$ cat src/rtl/ram_pkg.sv
// Shared types and helpers for the parametrised synchronous RAM.
package ram_pkg;

  typedef enum logic {
    ST_IDLE  = 1'b0,
    ST_CLEAR = 1'b1
  } state_e;

  localparam int unsigned READ_FIRST  = 0;
  localparam int unsigned WRITE_FIRST = 1;

  // Ceiling log2 with a fixed loop bound so it elaborates as a constant.
  function automatic int unsigned clog2(input int unsigned n);
    int unsigned r;
    r = 0;
    for (int unsigned i = 0; i < 32; i++) begin
      if ((64'(1) << i) < 64'(n)) r = i + 1;
    end
    return r;
  endfunction

endpackage

$ cat src/rtl/ram_sync_param_if.sv
// Request/response bundle between a RAM client and ram_sync_param.
interface ram_sync_param_if #(
  parameter int unsigned DATA_WIDTH = 8,
  parameter int unsigned ADDR_WIDTH = 8
);
  logic                  en;
  logic                  wr;
  logic [ADDR_WIDTH-1:0] address;
  logic [DATA_WIDTH-1:0] data_in;
  logic [DATA_WIDTH-1:0] data_out;
  logic                  data_valid;
  logic                  busy;
  logic                  addr_err;

  modport master (
    output en, wr, address, data_in,
    input  data_out, data_valid, busy, addr_err
  );

  modport slave (
    input  en, wr, address, data_in,
    output data_out, data_valid, busy, addr_err
  );
endinterface

$ cat src/rtl/ram_clear_seq.sv
// Post-reset clear sequencer: walks every word once, holding busy until done.
module ram_clear_seq
  import ram_pkg::*;
#(
  parameter int unsigned DEPTH          = 256,
  parameter int unsigned IDX_W          = 8,
  parameter bit          CLEAR_ON_RESET = 1'b1
) (
  input  logic             clk,
  input  logic             rst_n,
  output logic             busy,
  output logic             clr_we,
  output logic [IDX_W-1:0] clr_addr
);

  localparam logic [IDX_W-1:0] LAST_IDX = IDX_W'(DEPTH - 1);

  state_e           state_q, state_d;
  logic [IDX_W-1:0] ptr_q,   ptr_d;

  always_comb begin
    state_d = state_q;
    ptr_d   = ptr_q;
    if (state_q == ST_CLEAR) begin
      ptr_d = ptr_q + IDX_W'(1);
      if (ptr_q == LAST_IDX) begin
        state_d = ST_IDLE;
        ptr_d   = '0;
      end
    end
  end

  // A reset mid-clear restarts the walk from word 0.
  always_ff @(posedge clk) begin
    if (!rst_n) begin
      state_q <= CLEAR_ON_RESET ? ST_CLEAR : ST_IDLE;
      ptr_q   <= '0;
    end else begin
      state_q <= state_d;
      ptr_q   <= ptr_d;
    end
  end

  assign busy     = (state_q == ST_CLEAR);
  assign clr_we   = (state_q == ST_CLEAR);
  assign clr_addr = ptr_q;

endmodule

$ cat src/rtl/ram_sync_param.sv
// Single-port synchronous RAM with registered read, valid/error pulses and post-reset clear.
module ram_sync_param
  import ram_pkg::*;
#(
  parameter int unsigned           DATA_WIDTH     = 8,
  parameter int unsigned           ADDR_WIDTH     = 8,
  parameter int unsigned           DEPTH          = 256,
  parameter int unsigned           READ_MODE      = READ_FIRST,
  parameter bit                    CLEAR_ON_RESET = 1'b1,
  parameter logic [DATA_WIDTH-1:0] CLEAR_VALUE    = '0
) (
  input  logic             clk,
  input  logic             rst_n,
  ram_sync_param_if.slave  bus
);

  localparam int unsigned         IDX_W     = (clog2(DEPTH) > 0) ? clog2(DEPTH) : 1;
  localparam logic [ADDR_WIDTH:0] DEPTH_LIM = (ADDR_WIDTH + 1)'(DEPTH);

  logic                  busy;
  logic                  clr_we;
  logic [IDX_W-1:0]      clr_addr;

  logic [DATA_WIDTH-1:0] mem_q [DEPTH];

  logic [DATA_WIDTH-1:0] data_out_q,   data_out_d;
  logic                  data_valid_q, data_valid_d;
  logic                  addr_err_q,   addr_err_d;

  logic                  acc_c;
  logic                  in_range_c;
  logic [IDX_W-1:0]      idx_c;
  logic                  mem_we_c;
  logic [IDX_W-1:0]      mem_waddr_c;
  logic [DATA_WIDTH-1:0] mem_wdata_c;

  ram_clear_seq #(
    .DEPTH          (DEPTH),
    .IDX_W          (IDX_W),
    .CLEAR_ON_RESET (CLEAR_ON_RESET)
  ) u_clear_seq (
    .clk      (clk),
    .rst_n    (rst_n),
    .busy     (busy),
    .clr_we   (clr_we),
    .clr_addr (clr_addr)
  );

  // Requests are only seen once the clear walk has finished.
  always_comb begin
    acc_c      = bus.en && !busy;
    in_range_c = ({1'b0, bus.address} < DEPTH_LIM);
    idx_c      = IDX_W'(bus.address);
  end

  // Write port: the clear sequencer owns it while busy, user writes otherwise.
  always_comb begin
    mem_we_c    = 1'b0;
    mem_waddr_c = idx_c;
    mem_wdata_c = bus.data_in;
    if (clr_we) begin
      mem_we_c    = rst_n;
      mem_waddr_c = clr_addr;
      mem_wdata_c = CLEAR_VALUE;
    end else if (acc_c && bus.wr && in_range_c) begin
      mem_we_c    = rst_n;
    end
  end

  always_ff @(posedge clk) begin
    if (mem_we_c) mem_q[mem_waddr_c] <= mem_wdata_c;
  end

  always_comb begin
    data_out_d   = data_out_q;
    data_valid_d = 1'b0;
    addr_err_d   = 1'b0;
    if (acc_c) begin
      if (!in_range_c) begin
        addr_err_d = 1'b1;
        if (!bus.wr) begin
          data_out_d   = '0;
          data_valid_d = 1'b1;
        end
      end else if (bus.wr) begin
        if (READ_MODE == WRITE_FIRST) begin
          data_out_d   = bus.data_in;
          data_valid_d = 1'b1;
        end
      end else begin
        data_out_d   = mem_q[idx_c];
        data_valid_d = 1'b1;
      end
    end
  end

  always_ff @(posedge clk) begin
    if (!rst_n) begin
      data_out_q   <= '0;
      data_valid_q <= 1'b0;
      addr_err_q   <= 1'b0;
    end else begin
      data_out_q   <= data_out_d;
      data_valid_q <= data_valid_d;
      addr_err_q   <= addr_err_d;
    end
  end

  assign bus.data_out   = data_out_q;
  assign bus.data_valid = data_valid_q;
  assign bus.addr_err   = addr_err_q;
  assign bus.busy       = busy;

endmodule

$ cat src/flat_wrapper.sv
// flat-port wrapper written by rule: the top's interface ports become plain ports
module ram_sync_param_flat import ram_pkg::*;
#(
  parameter int unsigned           DATA_WIDTH     = 8,
  parameter int unsigned           ADDR_WIDTH     = 8,
  parameter int unsigned           DEPTH          = 256,
  parameter int unsigned           READ_MODE      = READ_FIRST,
  parameter bit                    CLEAR_ON_RESET = 1'b1,
  parameter logic [DATA_WIDTH-1:0] CLEAR_VALUE    = '0
)
  (clk, rst_n, bus_en, bus_wr, bus_address, bus_data_in, bus_data_out, bus_data_valid, bus_busy, bus_addr_err);
  ram_sync_param_if #(.DATA_WIDTH(DATA_WIDTH), .ADDR_WIDTH(ADDR_WIDTH)) bus_i ();
  input  logic clk;
  input  logic rst_n;
  input wire logic [$bits(bus_i.en)-1:0] bus_en;
  input wire logic [$bits(bus_i.wr)-1:0] bus_wr;
  input wire logic [$bits(bus_i.address)-1:0] bus_address;
  input wire logic [$bits(bus_i.data_in)-1:0] bus_data_in;
  output wire logic [$bits(bus_i.data_out)-1:0] bus_data_out;
  output wire logic [$bits(bus_i.data_valid)-1:0] bus_data_valid;
  output wire logic [$bits(bus_i.busy)-1:0] bus_busy;
  output wire logic [$bits(bus_i.addr_err)-1:0] bus_addr_err;
  assign bus_i.en = bus_en;
  assign bus_i.wr = bus_wr;
  assign bus_i.address = bus_address;
  assign bus_i.data_in = bus_data_in;
  assign bus_data_out = bus_i.data_out;
  assign bus_data_valid = bus_i.data_valid;
  assign bus_busy = bus_i.busy;
  assign bus_addr_err = bus_i.addr_err;
  ram_sync_param #(.DATA_WIDTH(DATA_WIDTH), .ADDR_WIDTH(ADDR_WIDTH), .DEPTH(DEPTH), .READ_MODE(READ_MODE), .CLEAR_ON_RESET(CLEAR_ON_RESET), .CLEAR_VALUE(CLEAR_VALUE)) u_core (.clk(clk), .rst_n(rst_n), .bus(bus_i));
endmodule
$ cat config.mk
export PLATFORM = sky130hd
export DESIGN_NAME = ram_sync_param_flat
export DESIGN_NICKNAME = d
export VERILOG_FILES = /design/src/rtl/ram_pkg.sv /design/src/rtl/ram_sync_param_if.sv /design/src/rtl/ram_clear_seq.sv /design/src/rtl/ram_sync_param.sv /design/src/flat_wrapper.sv
export SDC_FILE = /design/constraint.sdc
export NUM_CORES = 2
export LEC_CHECK = 0
export CORE_MARGIN = 2
export CORE_UTILIZATION = 55
export CTS_BUF_LIST = sky130_fd_sc_hd__clkbuf_4 sky130_fd_sc_hd__clkbuf_8
export DETAILED_ROUTE_END_ITERATION = 8
export DONT_BUFFER_PORTS = 1
export GPL_ROUTABILITY_DRIVEN = 0
export HOLD_SLACK_MARGIN = 0.15
export PLACE_DENSITY = 0.69
export SETUP_SLACK_MARGIN = 0.15
export SYNTH_ARGS = -nofsm -noshare
export SYNTH_HDL_FRONTEND = slang
export SYNTH_HIERARCHICAL = 1
export SYNTH_SLANG_ARGS = --single-unit
export TNS_END_PERCENT = 10
$ cat constraint.sdc
create_clock -name clk -period 10.7 [get_ports clk]
set_input_delay 2.14 -clock clk [delete_from_list [all_inputs] [get_ports clk]]
set_output_delay 2.14 -clock clk [all_outputs]
set_load 0.1 [all_outputs]
After elaboration in Yosys (flattened, before gate mapping)
Memory sizes are Yosys's and may differ from the RTL's. A register that Yosys moved wholly into a read port is not among the register bits.
Index checks and enable logic that the tools add are counted.
Widths: inputs -> output; s select.

operators by class
  add/sub/neg operators = 1
  reductions and logical operators = 6
  equality and inequality tests = 1
  mux-type cells = 10
  bitwise logic cells = 1

operators with widths
  operator             number
  $mux 8               3
  $add 8x1->8 const B  1
  $eq 8x8->1 const B   1
  $mux 1               7
  $reduce_and 2->1     2
  $logic_and 1x1->1    2
  $logic_not 1->1      2
  $not 1->1            1

storage, ports and cells
  output and inout port bits = 11
  RAM bits = 2,048
  input bits = 20
  register bits = 10
  word-level logic and storage cells = 23
  memories kept = 1

memories
  name          words  width  rd ports  clocked after Yosys merged registers in  wr ports  RTL line              source
  u_core.mem_q  256    8      1         1                                        1         ram_sync_param.sv:24  logic [DATA_WIDTH-1:0] mem_q [DEPTH];

Logic depth before layout (Yosys ltp)
  depth in word-level cells = 7
  depth in mapped cells = 13
  mapped depth without buffers = 7

By module
Netlist, hierarchy kept.

modules (own cells, without submodules)
  module          times used  area each (µm²)  cells an instance  sequential area each (µm²)
  ram_sync_param  1           80,622.3         3,892              61,679.2
  ram_clear_seq   1           395.4            45                 180.2

Worst setup path before layout
Ideal clock, no wire load.

  path type = input port to flip-flop
  from = input bus_data_in[0]
  to = memory u_core.mem_q[0][0] (data pin)
  arrival time = 8.285 ns
  setup time = 1.446 ns
  path buffers = 0
  required time = 9.254 ns
  path slack = 0.969 ns
  stages = 1
  path through = nor2b_1

on the way
  longest elaborated chain between the ends = 1

ends and longest elaborated chain
  what         RTL line              source
  from (decl)  flat_wrapper.sv:18    input wire logic [$bits(bus_i.data_in)-1:0] bus_data_in;
  $mux 8       ram_sync_param.sv:61  if (clr_we) begin
  to (decl)    ram_sync_param.sv:24

No other way between the ends.

==> impl_metrics.toml <==
[grt]
grt_pass1_wl_um = 284000
antenna_found_initial = 8
track_usage_pct = 26.4
gr-total-overflow = 0
grt_max_degree = 638
grt_pass1_vias = 40100

[sta]
slew_headroom_pct = 9.69
finalCriticalPeriod_ns = 5.82
setup-violations-final = 0
fmax_mhz = 172
rsz0062_at_grt = "no"
setup_ws_ns = 4.88
worstMarginPinSlew_ns = 1.34
fin_crit_sh_pct = 54.4
final.setup_skew_ns = 0.0625
tns_ns = 0
slew_viol_final = 0
hold_viol_final = 0

[floorplanning]
num_rows = 140
ios = 31
dieWidth_um = 388
core_um2 = 146000
die_h_um = 388
start_util_pct = 55.5
die_area_um2 = 150000

[synth]
muxShareOfSynthArea_pct = 14.7
ys_seq_area_share_pct = 76.4
synth-edff-count = 2048
synth_top_family_by_area = "multiplexers"
synth_compound_area_share_pct = 3.56
synth_adder_area_share_pct = 0.0154
synth_area_um2 = 81000
synth_ff_type = "edfxtp_1"
synth_simple_gate_area_share_pct = 2.99
yosys_warnings = 6
synthesis.instances = 3937
async_flop_share_pct = 0
synth_seq_cells = 2066
syn_nets = 3958
synth-xor-area-share_pct = 0.0324
ys_types = 77
avgSynthCellArea_um2 = 20.6

[cts]
path_clk_slew_ns = 0.06
clock_latency_ns = 1.02
tritoncts = "built"
post_cts_buffers = 0
max-clock-path-buffers = 4
cts_hold_buf = 0
root_buffer = "clkbuf_8"
htreeDepth = 5
clkSinkCount = 2066
numCtsBuffers = 333
cts_resized = 0

[critical_path]
cp_max_fo = 174
crit_chain = "buf_16 > buf_16 > mux2i_1 > o221ai_1 > nor3_1 > nor4_1 > o41ai_1 > o311ai_1"
cpMaxStageDelayCell = "nor4_1"
cp-start-kind = "primary input"
critPathTopFamily = "buffers and inverters"
required_ns = 11.63
cp.arrival_ns = 6.74
max_stage_delay_ns = 1.15
endpoint_kind = "flip-flop"
path_common_cell = "buf_16"
path_class = "in2reg"
crit_buf_inv = 2

[pwr]
power_mw = 15.6
power.density_nw_per_um2 = 177
power.leakage_nw = 28.4
ir_drop_mv = 0.142

[cells_and_area]
final_cell_count_no_fill = 6245
final_cell_mix = "2,048 x edfxtp_1, 388 x mux4_2, 341 x clkbuf_8, 287 x nor2_1, 257 x mux2i_1"
drive_gt1_share_pct = 22.5
areaGrowthSynthToFinish_pct = 9.13
multi_input_area_um2 = 17400
final-seq-area_um2 = 61900
final_area_um2 = 88400
final_common_cell = "edfxtp_1"
nNetsFinal = 4117
nFillCells = 10100

[job]
cap_violations = 0

[detailed_routing]
drtAntennaViolNets = 0
initialDrtViolationCount = 6229
vias = 40800
drc = 0
wirelength_um = 198000
wl_per_cell_um = 31.7
vias_per_cell = 6.54
detail_route.first_pass.iterations = 6

[placed_design]
place_area_um2 = 82200
dp.cells = 5673
hpwlAfterDp_um = 111000
dp_slack_ns = 5.02
portBuffers = 0

[hold_path]
hp-class = "reg2reg"

[status]
status = "finished, final reports clean"
-- stage by stage --
| step | hold slack (ns) | util [%] |
|---|---|---|
| 2_1_floorplan | 0.479 | - |
| 6_report | 0.503 | 60.6 |
| 5_1_grt | 0.512 | 60.6 |
| 3_3_place_gp | 0.456 | 56.3 |
| 3_5_place_dp | 0.468 | 56.3 |
| 4_1_cts | 0.484 | 60.5 |
-- layer usage --
| layer | share of wire [%] | vias to the layer above | global-route usage, % |
|---|---|---|---|
| met5 | 0.029 | - | 0 |
| met4 | 2.9 | 8 | 8.40 |
| met3 | 12 | 365 | 7.63 |
| met2 | 45 | 2492 | 38.7 |
| met1 | 40 | 21200 | 38.6 |
| li1 | - | 16800 | - |
-- synthesized netlist by cell type (8+ instances only) --
cell type  instances  area (µm²)
edfxtp_1        2048       61500
mux4_2           388        8740
nor2_1           287        1080
mux2i_1          257        2570
nand2_1          110         413
o22ai_1           87         544
buf_2             70         350
clkbuf_1          69         259
a21oi_1           53         265
o221ai_1          50         438
a22oi_1           43         323
buf_6             39         439
a211oi_1          30         225
nor3_1            30         150
nand3_1           27         135
o21ai_0           27         135
a2111oi_0         24         210
mux4_1            22         578
buf_12            21         420
buf_4             18         135
dfxtp_1           18         360
nor4_1            14        87.6
buf_8             13         195
inv_1             13        48.8
a31oi_1           12        75.1
and2_1            12        75.1
nor2b_1           12        75.1
a22o_1            11        96.3
o32ai_1           11        96.3
or3_1              9        56.3
nand4_1            8        50.1
-- flip-flops by register name, summed over array words and instances (netlist names) --
register / cells
u_core/bus.data_valid: 1
u_core/u_clear_seq/busy: 1
u_core/mem_q: 2048
u_core/bus.data_out: 8
u_core/u_clear_seq/clr_addr: 8
-- final cells by class --
cell class	count	area share, %
clock inverters	131	0.804
flip-flops and latches	2066	70.0
diodes	1	0.00283
clock buffers	435	6.11
multi-input cells	1620	19.7
repair buffers	60	0.668
well taps	1917	2.71
inverters	15	0.0665
-- report_power, final --
group,internal [mW],total [mW],switching [mW]
Combinational,0.225,0.526,0.301
Sequential,8.77,8.77,0.00333
Clock,3.41,6.35,2.94
-- path summary, 6_finish.rpt --
kind / startpoint / slack [ns] / endpoint / cells after the start
hold reg to reg: u_core/bus.data_out[3] / 0.50 / u_core/bus.data_out[3] / 1
hold / removal: u_core/bus.data_out[3] / 0.50 / u_core/bus.data_out[3] / 1
setup reg to reg: u_core/u_clear_seq/busy / 6.50 / u_core/mem_q[188][0] / 5
setup / recovery: bus_address[0] / 4.88 / u_core/bus.data_out[4] / 8
-- cell families after synthesis --
kind of cell,after synthesis
muxes,670
other,1
AOI/OAI and AO/OA,397
adders and majority gates,1
buffers and inverters,251
and+or+nand+nor,548
xor gates and xnor gates,3
DFF,2066
Power figures use the tool's default switching activity.
